**src/rtl/iccm_boot_loader_if.sv**
```systemverilog
// ICCM word-write port driven by the UART boot loader.
// The master side issues one-cycle write strobes with address and data;
// the slave side is the ICCM write port that commits them.
interface iccm_boot_loader_if #(
  parameter int AddrW = 14
);

  logic             we;     // one-cycle write strobe
  logic [AddrW-1:0] addr;   // word address, valid with we
  logic [31:0]      wdata;  // write data, valid with we

  modport master (
    output we,
    output addr,
    output wdata
  );

  modport slave (
    input we,
    input addr,
    input wdata
  );

endinterface

```
**src/rtl/iccm_boot_loader.sv**
```systemverilog
// Framed UART boot loader.
// Accepts a frame of SyncByte, 16-bit little-endian word count, 4*N payload
// bytes and an 8-bit additive checksum. Payload bytes are packed
// little-endian into 32-bit words and written sequentially to the ICCM from
// word address 0. The system is held in reset from the sync byte until a
// frame completes with a good checksum; length, checksum and inter-byte
// timeout failures are reported on a sticky error code.
module iccm_boot_loader #(
  parameter int         AddrW         = 14,
  parameter int         MaxWords      = 4096,
  parameter logic [7:0] SyncByte      = 8'hA5,
  parameter int         TimeoutCycles = 2000000
) (
  input  logic                clk_i,
  input  logic                rst_ni,
  input  logic                rx_dv_i,
  input  logic [7:0]          rx_byte_i,
  iccm_boot_loader_if.master  iccm,
  output logic                reset_o,
  output logic                busy_o,
  output logic                done_o,
  output logic [1:0]          err_o
);

  // Timer counts idle cycles 0 .. TimeoutCycles-1; hitting the last value
  // without a byte is the timeout.
  localparam int              TmrW    = (TimeoutCycles > 2) ? $clog2(TimeoutCycles) : 1;
  localparam logic [TmrW-1:0] TmrLast = TmrW'(TimeoutCycles - 1);

  typedef enum logic [2:0] {
    ST_IDLE,
    ST_LEN_LO,
    ST_LEN_HI,
    ST_DATA,
    ST_CSUM,
    ST_DONE,
    ST_ERR
  } state_e;

  typedef enum logic [1:0] {
    ERR_NONE    = 2'b00,
    ERR_LEN     = 2'b01,
    ERR_CSUM    = 2'b10,
    ERR_TIMEOUT = 2'b11
  } err_e;

  state_e           state_q;
  logic [15:0]      len_q;     // requested word count
  logic [AddrW-1:0] addr_q;    // address of the word being assembled
  logic [1:0]       idx_q;     // byte lane within the current word
  logic [7:0]       csum_q;    // running wrap-around payload sum
  logic [23:0]      word_q;    // lanes 0..2 of the word being assembled
  logic [TmrW-1:0]  tmr_q;     // idle cycles since the last accepted byte

  logic [15:0]      len_next;
  logic             len_bad;
  logic             last_word;
  logic             in_frame;
  logic             sync_seen;

  // Full length as it will be once the high byte currently on rx_byte_i is taken.
  assign len_next  = {rx_byte_i, len_q[7:0]};
  assign len_bad   = (len_next == 16'd0) || (32'(len_next) > 32'(MaxWords));
  // The word being completed is the final one of the frame.
  assign last_word = (32'(addr_q) + 32'd1) == 32'(len_q);
  assign in_frame  = (state_q == ST_LEN_LO) || (state_q == ST_LEN_HI) ||
                     (state_q == ST_DATA)   || (state_q == ST_CSUM);
  assign sync_seen = rx_dv_i && (rx_byte_i == SyncByte);

  // Frame parser, word packer, inter-byte timer and all registered outputs.
  always_ff @(posedge clk_i) begin
    // NOTE: reset is synchronous, so it is just the highest-priority branch of
    // the clocked block; every register including the datapath is cleared so
    // an abandoned frame leaves no stale address or data on the write port.
    if (!rst_ni) begin
      state_q     <= ST_IDLE;
      len_q       <= '0;
      addr_q      <= '0;
      idx_q       <= '0;
      csum_q      <= '0;
      word_q      <= '0;
      tmr_q       <= '0;
      iccm.we     <= 1'b0;
      iccm.addr   <= '0;
      iccm.wdata  <= '0;
      reset_o     <= 1'b0;
      busy_o      <= 1'b0;
      done_o      <= 1'b0;
      err_o       <= ERR_NONE;
    end else begin
      // NOTE: non-blocking assignments throughout, so every branch below
      // sees the pre-edge register values regardless of statement order.
      iccm.we <= 1'b0;

      // Inter-byte timeout: a byte in the expiry cycle wins over the timeout.
      if (in_frame) begin
        if (rx_dv_i) begin
          tmr_q <= '0;
        end else if (tmr_q == TmrLast) begin
          state_q <= ST_ERR;
          busy_o  <= 1'b0;
          err_o   <= ERR_TIMEOUT;
        end else begin
          tmr_q <= tmr_q + 1'b1;
        end
      end

      // Byte-driven transitions; nothing below acts without rx_dv_i.
      case (state_q)
        ST_IDLE, ST_DONE, ST_ERR: begin
          if (sync_seen) begin
            state_q <= ST_LEN_LO;
            tmr_q   <= '0;
            reset_o <= 1'b1;
            busy_o  <= 1'b1;
            done_o  <= 1'b0;
            err_o   <= ERR_NONE;
          end
        end

        ST_LEN_LO: begin
          if (rx_dv_i) begin
            len_q[7:0] <= rx_byte_i;
            state_q    <= ST_LEN_HI;
          end
        end

        ST_LEN_HI: begin
          if (rx_dv_i) begin
            len_q[15:8] <= rx_byte_i;
            if (len_bad) begin
              state_q <= ST_ERR;
              busy_o  <= 1'b0;
              err_o   <= ERR_LEN;
            end else begin
              addr_q  <= '0;
              csum_q  <= '0;
              idx_q   <= '0;
              state_q <= ST_DATA;
            end
          end
        end

        ST_DATA: begin
          if (rx_dv_i) begin
            csum_q <= csum_q + rx_byte_i;
            idx_q  <= idx_q + 2'd1;
            case (idx_q)
              2'd0: word_q[7:0]   <= rx_byte_i;
              2'd1: word_q[15:8]  <= rx_byte_i;
              2'd2: word_q[23:16] <= rx_byte_i;
              default: begin
                // Fourth byte completes the word: strobe it out next cycle.
                iccm.we    <= 1'b1;
                iccm.addr  <= addr_q;
                iccm.wdata <= {rx_byte_i, word_q};
                addr_q     <= addr_q + 1'b1;
                if (last_word) begin
                  state_q <= ST_CSUM;
                end
              end
            endcase
          end
        end

        ST_CSUM: begin
          if (rx_dv_i) begin
            busy_o <= 1'b0;
            if (rx_byte_i == csum_q) begin
              state_q <= ST_DONE;
              done_o  <= 1'b1;
              reset_o <= 1'b0;
            end else begin
              state_q <= ST_ERR;
              err_o   <= ERR_CSUM;
            end
          end
        end

        default: begin
          state_q <= ST_IDLE;
        end
      endcase
    end
  end

endmodule

```
**src/flat_wrapper.sv**
```systemverilog
// flat-port wrapper written by rule: the top's interface ports become plain ports
module iccm_boot_loader_flat 
#(
  parameter int         AddrW         = 14,
  parameter int         MaxWords      = 4096,
  parameter logic [7:0] SyncByte      = 8'hA5,
  parameter int         TimeoutCycles = 2000000
)
  (clk_i, rst_ni, rx_dv_i, rx_byte_i, reset_o, busy_o, done_o, err_o, iccm_we, iccm_addr, iccm_wdata);
  iccm_boot_loader_if #(.AddrW(AddrW)) iccm_i ();
  input  logic clk_i;
  input  logic rst_ni;
  input  logic rx_dv_i;
  input  logic [7:0] rx_byte_i;
  output logic reset_o;
  output logic busy_o;
  output logic done_o;
  output logic [1:0] err_o;
  output wire logic [$bits(iccm_i.we)-1:0] iccm_we;
  output wire logic [$bits(iccm_i.addr)-1:0] iccm_addr;
  output wire logic [$bits(iccm_i.wdata)-1:0] iccm_wdata;
  assign iccm_we = iccm_i.we;
  assign iccm_addr = iccm_i.addr;
  assign iccm_wdata = iccm_i.wdata;
  iccm_boot_loader #(.AddrW(AddrW), .MaxWords(MaxWords), .SyncByte(SyncByte), .TimeoutCycles(TimeoutCycles)) u_core (.clk_i(clk_i), .rst_ni(rst_ni), .rx_dv_i(rx_dv_i), .rx_byte_i(rx_byte_i), .iccm(iccm_i), .reset_o(reset_o), .busy_o(busy_o), .done_o(done_o), .err_o(err_o));
endmodule
```
**config.mk**
```make
export PLATFORM = sky130hd
export DESIGN_NAME = iccm_boot_loader_flat
export DESIGN_NICKNAME = d
export VERILOG_FILES = /design/src/rtl/iccm_boot_loader_if.sv /design/src/rtl/iccm_boot_loader.sv /design/src/flat_wrapper.sv
export SDC_FILE = /design/constraint.sdc
export NUM_CORES = 1
export LEC_CHECK = 0
export ABC_AREA = 1
export CAP_MARGIN = 10
export CORE_UTILIZATION = 35
export CTS_BUF_LIST = sky130_fd_sc_hd__clkbuf_4
export DETAILED_ROUTE_END_ITERATION = 10
export HOLD_SLACK_MARGIN = 0.12
export MAX_ROUTING_LAYER = met4
export PLACE_DENSITY = 0.52
export SETUP_SLACK_MARGIN = 0.1
export SYNTH_ARGS = -nofsm -noshare
export SYNTH_HDL_FRONTEND = slang
export SYNTH_SLANG_ARGS = --single-unit
export TNS_END_PERCENT = 30
```
**constraint.sdc**
```tcl
create_clock -name clk_i -period 2.4 [get_ports clk_i]
set_input_delay 0.48 -clock clk_i [delete_from_list [all_inputs] [get_ports clk_i]]
set_output_delay 0.48 -clock clk_i [all_outputs]
set_load 0.01 [all_outputs]
```
## Yosys cells after proc, flatten, opt, wreduce, memory -nomap -nowiden

Index checks and enable logic that the tools add are counted.

- Eq/ne operators: 19
- Add/sub/neg operators: 5
- Reductions and logical operators: 22
- Order comparisons: 1
- Muxes and demuxes: 57
- Bitwise logic cells: 1

Operators with widths:

| kind | number |
|---|---|
| $mux W21 | 5 |
| $mux W14 | 4 |
| $mux W3 | 11 |
| $eq A32 B16 Y1 | 1 |
| $pmux W14 S2 | 1 |
| $mux W2 | 12 |
| $mux W8 | 3 |
| $add A21 B1 Y21 const B | 1 |
| $eq A21 B21 Y1 const B | 1 |
| $gt A16 B13 Y1 const B | 1 |
| $logic_not A16 Y1 | 1 |
| $pmux W8 S2 | 1 |
| $add A14 B1 Y15 const B | 1 |
| $pmux W3 S5 | 1 |
| $reduce_and A3 Y1 | 5 |
| $add A14 B1 Y14 const B | 1 |
| $mux W1 | 14 |
| $ne A2 B2 Y1 const B | 6 |
| $eq A3 B3 Y1 const B | 3 |
| $add A8 B8 Y8 | 1 |
| $eq A8 B8 Y1 | 1 |
| $eq A8 B8 Y1 const B | 1 |
| $reduce_and A4 Y1 | 2 |
| $eq A3 B2 Y1 const B | 2 |
| 18 further kinds | 25 |

- Word-level logic and storage cells: 122
- Register bits: 140
- Input bits: 11

## Depth between registers and ports, before layout

Gate-level depths: netlist of the first run.

- Depth after elaboration: 9
- Depth in mapped cells: 14
- Depth with buffers taken out: 14

## Worst setup path before layout of the first run

OpenSTA, ideal clock, no wires.

- Kind: in2reg
- Start: input rx_byte_i[0]
- End: register u_core.csum_q[6]
- Arrival: 1.900 ns
- Setup slack: 0.426 ns
- Required time: 2.326 ns
- Setup time: 0.074 ns
- Cell stages on the path: 11
- Cell sequence: ha_1 > fa_1 > nand2_1 > inv_1 > o21ai_0 > a21oi_1 > nor2_1 > nor2_1 > o21ai_0 > nand3_1 > a21oi_1

- Word-level cells in the longest chain between the ends: 4

Ends and longest elaborated chain:

| element | RTL line | text |
|---|---|---|
| from (decl) | flat_wrapper.sv:14 | `input logic [7:0] rx_byte_i;` |
| $gt A16 B13 Y1 or $logic_not A16 Y1 (tied branches) | iccm_boot_loader.sv:63 | `assign len_bad = (len_next == 16'd0) \|\| (32'(len_next) > 32'(MaxWords));` |
| $logic_or A1 B1 Y1 | iccm_boot_loader.sv:63 |  |
| $ne A2 B2 Y1 (no source line) | -- |  |
| $reduce_and A4 Y1 (no source line) | -- |  |
| to (signal assigned) | iccm_boot_loader.sv:146 | `csum_q <= csum_q + rx_byte_i;` |
| to (decl) | iccm_boot_loader.sv:51 | `logic [7:0] csum_q;` |

Several ways; a longest one is shown, not always the timed one. The select of a mux whose other input is x is not followed.
A chain may end at the register's enable or synchronous reset.

## Worst setup path in the final report of the first run

Same ends and word-level chain as after synthesis.

==> results of run 1 <==
-- worst max-delay path, delay by kind of cell --
kind / cells / cell delay [ns]
adders and majority gates: 2 / 0.66
and+or+nand+nor: 4 / 0.32
buffers and inverters: 2 / 0.53
AOI/OAI and AO/OA: 4 / 0.61
-- synth_stat cells, types with 3 or more instances --
| cell | number | area [um^2] |
|---|---|---|
| clkbuf_1 | 21 | 78.83 |
| o21ai_1 | 5 | 25.02 |
| ha_1 | 13 | 162.7 |
| dfxtp_1 | 140 | 2803 |
| nor4_1 | 4 | 25.02 |
| nor2_2 | 4 | 25.02 |
| inv_1 | 89 | 334.1 |
| xnor2_1 | 3 | 26.28 |
| nor3b_1 | 3 | 22.52 |
| nor2_4 | 4 | 45.04 |
| inv_2 | 5 | 18.77 |
| o21ai_2 | 5 | 43.79 |
| nand2_1 | 143 | 536.8 |
| buf_2 | 7 | 35.03 |
| nor3_1 | 15 | 75.07 |
| o21ai_0 | 116 | 580.6 |
| nand4_1 | 23 | 143.9 |
| nor2_1 | 160 | 600.6 |
| nor3_2 | 3 | 30.03 |
| buf_6 | 6 | 67.56 |
| nand3b_1 | 6 | 45.04 |
| a21oi_1 | 92 | 460.4 |
| nand2_2 | 4 | 25.02 |
| xor2_1 | 9 | 78.83 |
| nand3_1 | 54 | 270.3 |
| clkinv_1 | 4 | 15.01 |
-- per-layer routing --
| metal | wire length [um] | part of all wire, % |
|---|---|---|
| met5 | 0 | 0 |
| met4 | 118 | 0.63 |
| met1 | 8914 | 48 |
| met3 | 606 | 3.2 |
| met2 | 9059 | 48 |
-- what timing repair did --
item / in CTS / in global routing
endpoints found under the setup margin: 0 / 4
gates resized for setup: 0 / 3
hold endpoints to repair: 0 / 0
-- final cells by class --
cell class / count / share of cell area, %
diodes: 1 / 0.03004
clock buffers: 17 / 1.532
clock inverters: 15 / 2.434
inverters: 100 / 4.552
multi-input cells: 683 / 40.56
flip-flops and latches: 140 / 33.68
well taps: 260 / 3.906
repair buffers: 121 / 13.31
-- logic make-up after synthesis --
logic type               Yosys count  synth area share, %
AND/OR/NAND/NOR                  426                27.76
buffers and inverters            136                8.474
AO/OA/AOI/OAI                    231                17.97
flip-flops                       140                41.54
XOR/XNOR                          12                1.558
adder cells (fa/ha/maj)           14                2.707
-- registers in the layout (all words and copies together) (netlist names), 3 cells and up --
name,count
u_core.tmr_q,21
u_core.csum_q,8
u_core.addr_q,14
u_core.word_q,24
u_core.state_q,3
u_core.len_q,16
u_core.iccm.wdata,32
u_core.iccm.addr,14
-- power groups by stage --
stage	combinational (W)	clock, W	sequential [W]
CTS	0.000347	0.00179	0.00236
global route	0.000384	0.00189	0.00237
finish	0.000344	0.00174	0.00236
detailed placement	0.000346	0	0.00241
floorplan	0.000187	0	0.00241
global placement	0.000348	0	0.00241
-- final timing paths --
| path | depth (start not counted) | endpoint |
|---|---|---|
| max | 12 | u_core.csum_q[6] |
| min | 4 | u_core.iccm.wdata[20] |
| max reg2reg | 14 | u_core.state_q[0] |
| min reg2reg | 2 | u_core.reset_o |
-- through the flow --
| step | instances | TNS (ns) | setup WS [ns] | util (%) |
|---|---|---|---|---|
| after detailed placement | 1304 | -2.326 | -0.2828 | 42.43 |
| after floorplan | 959 | 0 | 0.4263 | - |
| final | 1337 | 0 | 0.3366 | 44.23 |
| after CTS | 1336 | 0 | 0.1639 | 44.18 |
| after global placement | 1304 | -2.781 | -0.2267 | 42.43 |
| after global routing | 1337 | 0 | 0.1047 | 44.23 |
-- layout by cell type, fill, tap and decap left out, types with 5 or more instances in the layout --
| cell | count |
|---|---|
| clkdlybuf4s50_1 | 61 |
| dfxtp_1 | 138 |
| nand3_1 | 54 |
| nand4_1 | 23 |
| clkbuf_4 | 17 |
| xor2_1 | 9 |
| nor2_4 | 5 |
| buf_4 | 55 |
| inv_1 | 89 |
| nor3_1 | 15 |
| nand3b_1 | 6 |
| o21ai_1 | 5 |
| nand2_1 | 143 |
| ha_1 | 13 |
| clkinv_8 | 5 |
| inv_2 | 5 |
| inv_8 | 6 |
| a21oi_1 | 92 |
| nor2_1 | 160 |
| o21ai_0 | 116 |
| o21ai_2 | 5 |
==> flow_summary_export.csv, run 1 <==
group,metric,value,unit
final_layout,multi_input_area,0.003378,mm^2
global_route,grt_usage,20.43,%
global_route,grt_pass1_vias,6173,
worst_hold_path,hold_path.class,"input pin to flop",
timing,worst_pin_slew,0.4723,ns
timing,post-route-min-period,2.063,ns
power,clock_power_share,39.1,%
clock_tree,cts_setup_buffers,0,
clock_tree,clk_pin_slew,0.18,ns
place,portBuffers,62,
critical_path,r2r-start,"u_core.addr_q[0]",
detailed_routing,antenna_left,0,
clock_tree,htreeDepth,4,
power,power.total,0.004443,W
global_route,grt_max_degree,83,
timing,setup_viol,0,
critical_path,critPathArrivalTime,2.59,ns
global_route,overflow,0,
clock_tree,cts_root_buf,"clkbuf_4",
yosys,synth-seq-cells,140,
die,initial_core_util,35.83,%
timing,skew,0.03440,ns
final_layout,finalNetCount,1088,
critical_path,crit_path_end_kind,"flop",
critical_path,rrSetupSlack,0.35,ns
flow_run,cap_violations,0,
power,power_switching,0.001368,W
critical_path,cp-start-kind,"input pin",
global_route,use_met2,34.67,%
detailed_routing,via_count,6407,
place,placed_area,0.007989,mm^2
global_route,grt-busiest-layer,"met2",
clock_tree,cts.sinks,140,
clock_tree,postCtsHoldBufs,0,
timing,min_period_over_period,85.97,%
final_layout,finalInstanceArea,0.008329,mm^2
detailed_routing,drc,0,
critical_path,cp_max_fo,4,
critical_path,worst_ep_required_time,2.92,ns
detailed_routing,first_pass_iters,5,
timing,maxSlewViolCount,0,
run_status,status,"finished clean",
timing,timing.hold.ws,0.4540,ns
yosys,synth.distinct_cells,44,
clock_tree,cts_tree,"built",
yosys,synthFlopType,"dfxtp_1",
worst_hold_path,min_from,"rst_ni",
final_layout,drive_gt1_share,11.62,%
critical_path,cpPeakStageDelay,0.49,ns
timing,timing.fmax,0.4846,GHz
yosys,synth_enable_flop_cells,0,
die,core,0.01883,mm^2
clock_tree,clock_path_buffers,2,
power,cellPowerDensity,533.4,mW/mm^2
critical_path,setup.worst_path.class,"input pin to flop",
global_route,grt_pass1_wl,31170,um
yosys,yosysSeqAreaShare,41.54,%
detailed_routing,wirelength,18700,um
timing,rsz0062_at_grt,"no",
global_route,antenna_found_initial,1,
power,ir_worst_vdd,0.0003383,V
yosys,syn_inst,959,
timing,hold_viol_final,0,
final_layout,num-fill-cells,1980,
critical_path,critPathLaunch,"rx_byte_i[0]",
yosys,synth_fp_nets,984,
die,io_pins,63,
yosys,yosysWarnings,0,
critical_path,critPathSlowestCell,"clkdlybuf4s50_1",
global_route,use_met3,4.042,%
power,pwr-share-comb,7.7,%
die,num_rows,50,
place,dp_hpwl,13200,um
power,seq_power_share,53.2,%
clock_tree,clk-insertion-delay-late,0.57,ns
place,finalWeightedCongestion,0.8711,
critical_path,path_cells,"clkdlybuf4s50_1 -> ha_1 -> fa_1 -> nand2_1 -> inv_1 -> o21ai_0 -> a21oi_1 -> nor2_1 -> nor2_1 -> o21ai_0 -> nand3_1 -> a21oi_1",
detailed_routing,wire_per_inst,13.99,um
yosys,ys_async_sr_fraction,0,%
power,power.leakage,3.438,nW
global_route,use_met1,25.14,%
clock_tree,cts_buffers,17,
yosys,avgSynthCellArea,7.036,um^2
power,switching_share,30.79,%
timing,relSlewSlack,68.43,%
die,die_w,140.9,um
detailed_routing,dr.first_iter.drc_count,336,
final_layout,seq_area,0.002805,mm^2
final_layout,area_growth,23.44,%
power,intPower,0.003075,W
die,fp.dieH,140.9,um
detailed_routing,vias_per_cell,4.792,
die,dieArea,0.01984,mm^2
yosys,syn_area,0.006748,mm^2
No activity file was read; power rests on OpenSTA's default activity.
==> run 2, diff against run 1 <==
--- a/config.mk
+++ b/config.mk
@@ -8,7 +8,7 @@
 export ABC_AREA = 1
 export CAP_MARGIN = 10
 export CORE_UTILIZATION = 35
-export CTS_BUF_LIST = sky130_fd_sc_hd__clkbuf_4
+export CTS_BUF_LIST = sky130_fd_sc_hd__clkbuf_2
 export DETAILED_ROUTE_END_ITERATION = 10
 export HOLD_SLACK_MARGIN = 0.12
 export MAX_ROUTING_LAYER = met4
==> run 2 against run 1 <==
Critical path type is now flop to output port. Wire length barely moved. Non-clock buffer count grew 1. Via count is essentially flat. Highest routed layer unchanged. Combinational power about the same.
==> flow_summary_export.csv, run 2 (same netlist as run 1, synthesis figures left out) <==
group,metric,value,unit
timing,hold_viol_final,0,
final_layout,final_cell_mix,"159 x nor2_1, 143 x nand2_1, 137 x dfxtp_1",
global_route,grt_pass1_wl,31140,um
clock_tree,clk-insertion-delay-late,0.76,ns
critical_path,critPathArrivalTime,1.70,ns
final_layout,largest_reg_flops,32,
timing,setup_viol,0,
timing,timing.fmax,0.4586,GHz
detailed_routing,wl_met1,8957,um
critical_path,worst_ep_required_time,1.92,ns
place,finalWeightedCongestion,0.8711,
final_layout,drive_gt1_share,11.88,%
detailed_routing,highest_layer,"met4",
power,pwr-share-comb,8.0,%
power,cellPowerDensity,520.0,mW/mm^2
final_layout,area_growth,23.20,%
critical_path,r2r-start,"u_core.addr_q[0]",
clock_tree,htreeDepth,4,
critical_path,cp_max_fo,2,
critical_path,r2r-end,"u_core.state_q[0]",
final_layout,regMostFlops,"u_core.iccm.wdata",
power,intPower,0.002948,W
critical_path,cp-start-kind,"flop",
die,initial_core_util,35.83,%
worst_hold_path,min_to,"u_core.iccm.wdata[20]",
worst_hold_path,min_from,"rst_ni",
die,fp.dieH,140.9,um
critical_path,cp.buffers_inverters,1,
detailed_routing,antenna_left,0,
die,core,0.01883,mm^2
detailed_routing,wirelength,18720,um
die,die_w,140.9,um
detailed_routing,vias_per_cell,4.786,
detailed_routing,dr.first_iter.drc_count,336,
critical_path,rrSetupSlack,0.37,ns
clock_tree,clk_pin_slew,0.32,ns
global_route,grt_usage,20.41,%
final_layout,fin_cells,1338,
timing,worst_pin_slew,0.4848,ns
place,place_inst,1304,
timing,post-route-min-period,2.180,ns
die,num_rows,50,
timing,min_period_over_period,90.85,%
power,ir_worst_vdd,0.0003308,V
final_layout,finalNetCount,1089,
clock_tree,cts.sinks,140,
final_layout,final_common_cell,"nor2_1",
global_route,antenna_found_initial,1,
critical_path,path_cells,"clkdlybuf4s50_1",
global_route,grt_max_degree,83,
power,clock_power_share,37.2,%
timing,rsz0062_at_grt,"yes",
run_status,status,"finished clean",
worst_hold_path,hold_depth,4,
power,power.leakage,3.439,nW
timing,maxSlewViolCount,0,
power,seq_power_share,54.8,%
detailed_routing,first_pass_iters,6,
clock_tree,cts_root_buf,"clkbuf_2",
detailed_routing,drc,0,
clock_tree,postCtsHoldBufs,0,
critical_path,critPathSlowestCell,"clkdlybuf4s50_1",
power,power_switching,0.001374,W
power,switching_share,31.79,%
critical_path,path_delay_family,"buffers and inverters",
global_route,grt_pass1_vias,6168,
place,portBuffers,62,
critical_path,rr_worst_depth,13,
critical_path,setup.worst_path.class,"flop to output port",
power,power.total,0.004322,W
detailed_routing,wl_met2,9057,um
timing,skew,0.05314,ns
clock_tree,clock_path_buffers,2,
detailed_routing,wl_met3,560,um
detailed_routing,wire_per_inst,13.99,um
flow_run,cap_violations,0,
global_route,overflow,0,
timing,relSlewSlack,67.60,%
place,dp_hpwl,13200,um
die,dieArea,0.01984,mm^2
final_layout,largestRegisters,"u_core.iccm.wdata: 32 flops, u_core.word_q: 24 flops, u_core.tmr_q: 21 flops",
die,io_pins,63,
clock_tree,cts_tree,"built",
clock_tree,cts_buffers,17,
critical_path,cpPeakStageDelay,0.54,ns
critical_path,crit_path_end_kind,"output port",
worst_hold_path,hold_path.class,"input pin to flop",
detailed_routing,via_count,6404,
## run 2: cell types whose count changed in the layout (fill, tap and decap cells not counted), sizes merged
| cell | before | now |
|---|---|---|
| buf | 60 | 61 |
## run 2: per-stage QoR
step	util, %	TNS [ns]	hold slack [ns]	setup WS, ns	area (um^2)
after floorplan	-	0	0.4413	0.4263	6748
after global placement	42.43	-2.781	0.4558	-0.2267	7989
after detailed placement	42.43	-2.326	0.4535	-0.2828	7989
after CTS	43.95	0	0.1625	0.1407	8277
after global routing	44.15	0	0.1666	0.08042	8313
final	44.15	0	0.2306	0.2196	8313
## run 2: worst max-delay path by stage
stage                          startpoint                to  cells after the start
floorplan                    rx_byte_i[0]  u_core.csum_q[6]                     11
global placement             rx_byte_i[0]  u_core.csum_q[6]                     12
detailed placement           rx_byte_i[0]  u_core.csum_q[6]                     12
CTS                 u_core.iccm.wdata[20]    iccm_wdata[20]                      1
global route         u_core.iccm.wdata[8]     iccm_wdata[8]                      1
finish              u_core.iccm.wdata[20]    iccm_wdata[20]                      1
## run 2: power groups by stage
stage          registers [W]  clock network [W]  logic [W]
6_report             0.00237            0.00161   0.000344
5_1_grt              0.00238            0.00176   0.000384
4_1_cts              0.00237            0.00166   0.000347
3_5_place_dp         0.00241                  0   0.000346
3_3_place_gp         0.00241                  0   0.000348
2_1_floorplan        0.00241                  0   0.000187
## run 2: per-layer routing
metal,global-route usage (%),up-vias
li1,-,3390
met1,25.25,2914
met2,34.49,91
met3,3.940,9
met4,4.291,0
met5,-,-
## run 2: cell type report
type	instances	area [um^2]
tap	260	325.3
fill	1978	10520
clock buffer	17	85.08
timing repair buffer	122	1129
sequential	140	2809
multi-input combinational	683	3381
inverter	100	379.1
antenna	1	2.502
clock inverter	15	202.7
## run 2: timing repair
action                                 in CTS  in global routing
buffers inserted                            0                  1
endpoints found under the hold margin       0                  0
setup endpoints to repair                   0                 18
resized for setup                           0                  6
## run 2: tightest hold or removal path, stage by stage
cell     delay (ns)
buf_2          0.15
buf_12         0.22
o21ai_0        0.10
nor2_1         0.04
==> run 3, diff against run 2 <==
--- a/config.mk
+++ b/config.mk
@@ -6,9 +6,11 @@
 export NUM_CORES = 1
 export LEC_CHECK = 0
 export ABC_AREA = 1
+export ABC_CLOCK_PERIOD_IN_PS = 2400
 export CAP_MARGIN = 10
 export CORE_UTILIZATION = 35
 export CTS_BUF_LIST = sky130_fd_sc_hd__clkbuf_2
+export CTS_CLUSTER_DIAMETER = 100
 export DETAILED_ROUTE_END_ITERATION = 10
 export HOLD_SLACK_MARGIN = 0.12
 export MAX_ROUTING_LAYER = met4
==> constraint.sdc (replaced) <==
create_clock -name clk_i -period 2.4 [get_ports clk_i]
set_input_delay 0.72 -clock clk_i [delete_from_list [all_inputs] [get_ports clk_i]]
set_output_delay 0.72 -clock clk_i [all_outputs]
set_load 0.01 [all_outputs]
==> run 3 against run 2 <==
Clock skew decreased by 0.0033 ns. Global-route usage decreased by 0.38 points. Critical path type unchanged. Sequential cell count unchanged. Design area increased by 0.80%.
==> flow_summary_export.csv, run 3 (same netlist as run 1, synthesis figures left out) <==
group,metric,value,unit
run_status,status,"finished clean",
global_route,overflow,0,
critical_path,r2r-start,"u_core.addr_q[0]",
flow_run,cap_violations,0,
timing,timing.fmax,0.4717,GHz
clock_tree,cts.sinks,140,
critical_path,cpPeakStageDelay,0.39,ns
final_layout,seq_area,0.002868,mm^2
die,initial_core_util,35.83,%
global_route,grt_usage,20.03,%
global_route,grt_pass1_wl,30610,um
critical_path,rr_worst_depth,15,
final_layout,multi_input_area,0.003373,mm^2
power,seq_power_share,56.6,%
final_layout,regMostFlops,"u_core.iccm.wdata",
detailed_routing,via_count,6443,
final_layout,fin_cells,1351,
worst_hold_path,min_to,"u_core.iccm.wdata[21]",
worst_hold_path,hold_depth,2,
final_layout,area_growth,24.18,%
critical_path,worst_ep_required_time,1.68,ns
die,io_pins,63,
timing,post-route-min-period,2.120,ns
timing,worst_pin_slew,0.4604,ns
clock_tree,clk-insertion-delay-late,0.74,ns
power,ir_worst_vdd,0.0003908,V
detailed_routing,dr.first_iter.drc_count,305,
clock_tree,cts_root_buf,"clkbuf_2",
final_layout,final_cell_mix,"160 x nor2_1, 143 x nand2_1, 116 x o21ai_0",
timing,maxSlewViolCount,0,
final_layout,final_common_cell,"nor2_1",
global_route,grt_pass1_vias,6221,
detailed_routing,antenna_left,0,
clock_tree,cts_setup_buffers,0,
critical_path,critPathArrivalTime,1.40,ns
place,place_inst,1318,
clock_tree,cts_tree,"built",
critical_path,rrSetupSlack,0.30,ns
detailed_routing,vias_per_cell,4.769,
final_layout,finalNetCount,1102,
final_layout,drive_gt1_share,17.34,%
power,clock_power_share,34.9,%
final_layout,num-fill-cells,2012,
global_route,antenna_found_initial,1,
power,cellPowerDensity,498.7,mW/mm^2
worst_hold_path,hold_path.class,"flop to flop",
critical_path,cp-start-kind,"flop",
detailed_routing,wire_per_inst,13.67,um
place,finalWeightedCongestion,0.8418,
clock_tree,postCtsHoldBufs,0,
clock_tree,clk_pin_slew,0.29,ns
die,num_rows,50,
final_layout,largestRegisters,"u_core.iccm.wdata: 32 flops, u_core.word_q: 24 flops, u_core.tmr_q: 21 flops",
timing,rsz0062_at_grt,"yes",
place,portBuffers,62,
timing,relSlewSlack,69.02,%
critical_path,cp_max_fo,2,
die,dieArea,0.01984,mm^2
place,dp_hpwl,13220,um
final_layout,largest_reg_flops,32,
clock_tree,htreeDepth,4,
global_route,grt_max_degree,105,
critical_path,setup.worst_path.class,"flop to output port",
detailed_routing,first_pass_iters,5,
final_layout,final_util,44.50,%
power,power_switching,0.001336,W
timing,finalSetupTns,0,ns
die,die_w,140.9,um
critical_path,critPathSlowestCell,"dfxtp_2",
worst_hold_path,min_from,"u_core.word_q[21]",
clock_tree,clock_path_buffers,2,
detailed_routing,wirelength,18460,um
clock_tree,cts_buffers,17,
die,fp.dieH,140.9,um
critical_path,crit_path_end_kind,"output port",
detailed_routing,drc,0,
power,power.leakage,3.769,nW
critical_path,path_cells,"dlygate4sd2_1",
timing,hold_viol_final,0,
die,core,0.01883,mm^2
power,switching_share,31.98,%
critical_path,cp.buffers_inverters,1,
critical_path,path_delay_family,"flip-flops",
critical_path,r2r-end,"u_core.state_q[0]",
timing,setup_viol,0,
power,intPower,0.002842,W
timing,min_period_over_period,88.34,%
timing,skew,0.04980,ns
power,pwr-share-comb,8.4,%
## run 3: changes by cell type in the layout (fill, tap and decap cells not counted), sizes merged
cell / before / now
clkdlybuf4s50: 61 / 9
buf: 61 / 74
dlygate4sd2: 0 / 52
inv: 102 / 103
bufinv: 1 / 0
clkinvlp: 2 / 3
clkinv: 10 / 9
## run 3: worst max-delay path by stage
stage,startpoint,to,slack [ns],depth (start not counted)
6_report,u_core.iccm.wdata[19],iccm_wdata[19],0.28,1
5_1_grt,u_core.addr_q[0],u_core.state_q[2],0.1,14
4_1_cts,u_core.iccm.wdata[21],iccm_wdata[21],0.19,1
3_5_place_dp,rx_byte_i[0],u_core.csum_q[6],-0.43,12
3_3_place_gp,rx_byte_i[0],u_core.csum_q[6],-0.42,12
2_1_floorplan,rx_byte_i[0],u_core.csum_q[6],0.19,11
## run 3: per-layer routing
| layer | global-route usage, % | wire (um) | vias up |
|---|---|---|---|
| li1 | - | - | 3413 |
| met1 | 24.08 | 8728 | 2940 |
| met2 | 34.17 | 8949 | 78 |
| met3 | 3.601 | 589 | 12 |
| met4 | 5.778 | 197 | 0 |
| met5 | - | 0 | - |
## run 3: through the flow
step	cell area [um^2]	setup WS (ns)	total power [W]	hold slack, ns
floorplan	6748	0.1863	0.002592	0.4413
global placement	8119	-0.4163	0.002768	0.4562
detailed placement	8119	-0.4325	0.002767	0.4623
CTS	8373	0.1913	0.004242	0.4173
global route	8379	0.09882	0.004371	0.4190
finish	8379	0.2800	0.004179	0.4460
## run 3: timing repair
action | CTS | global route
setup endpoints to repair | 52 | 2
pin swaps | 0 | 0
resized for setup | 101 | 3
## run 3: area by class of cell
type / instances / share of cell area, %
clock buffer: 17 / 1.015
multi-input combinational: 683 / 40.26
tap: 260 / 3.882
clock inverter: 15 / 2.061
sequential: 140 / 34.22
inverter: 100 / 4.524
antenna: 1 / 0.02986
timing repair buffer: 135 / 14.01
## run 3: power by group through the flow
stage                     clock network [W]  logic [W]  registers (W)
final                               0.00146   0.000353        0.00237
after global placement                    0   0.000357        0.00241
after global routing                0.00161   0.000392        0.00237
after CTS                           0.00152   0.000357        0.00237
after detailed placement                  0   0.000356        0.00241
after floorplan                           0   0.000187        0.00241
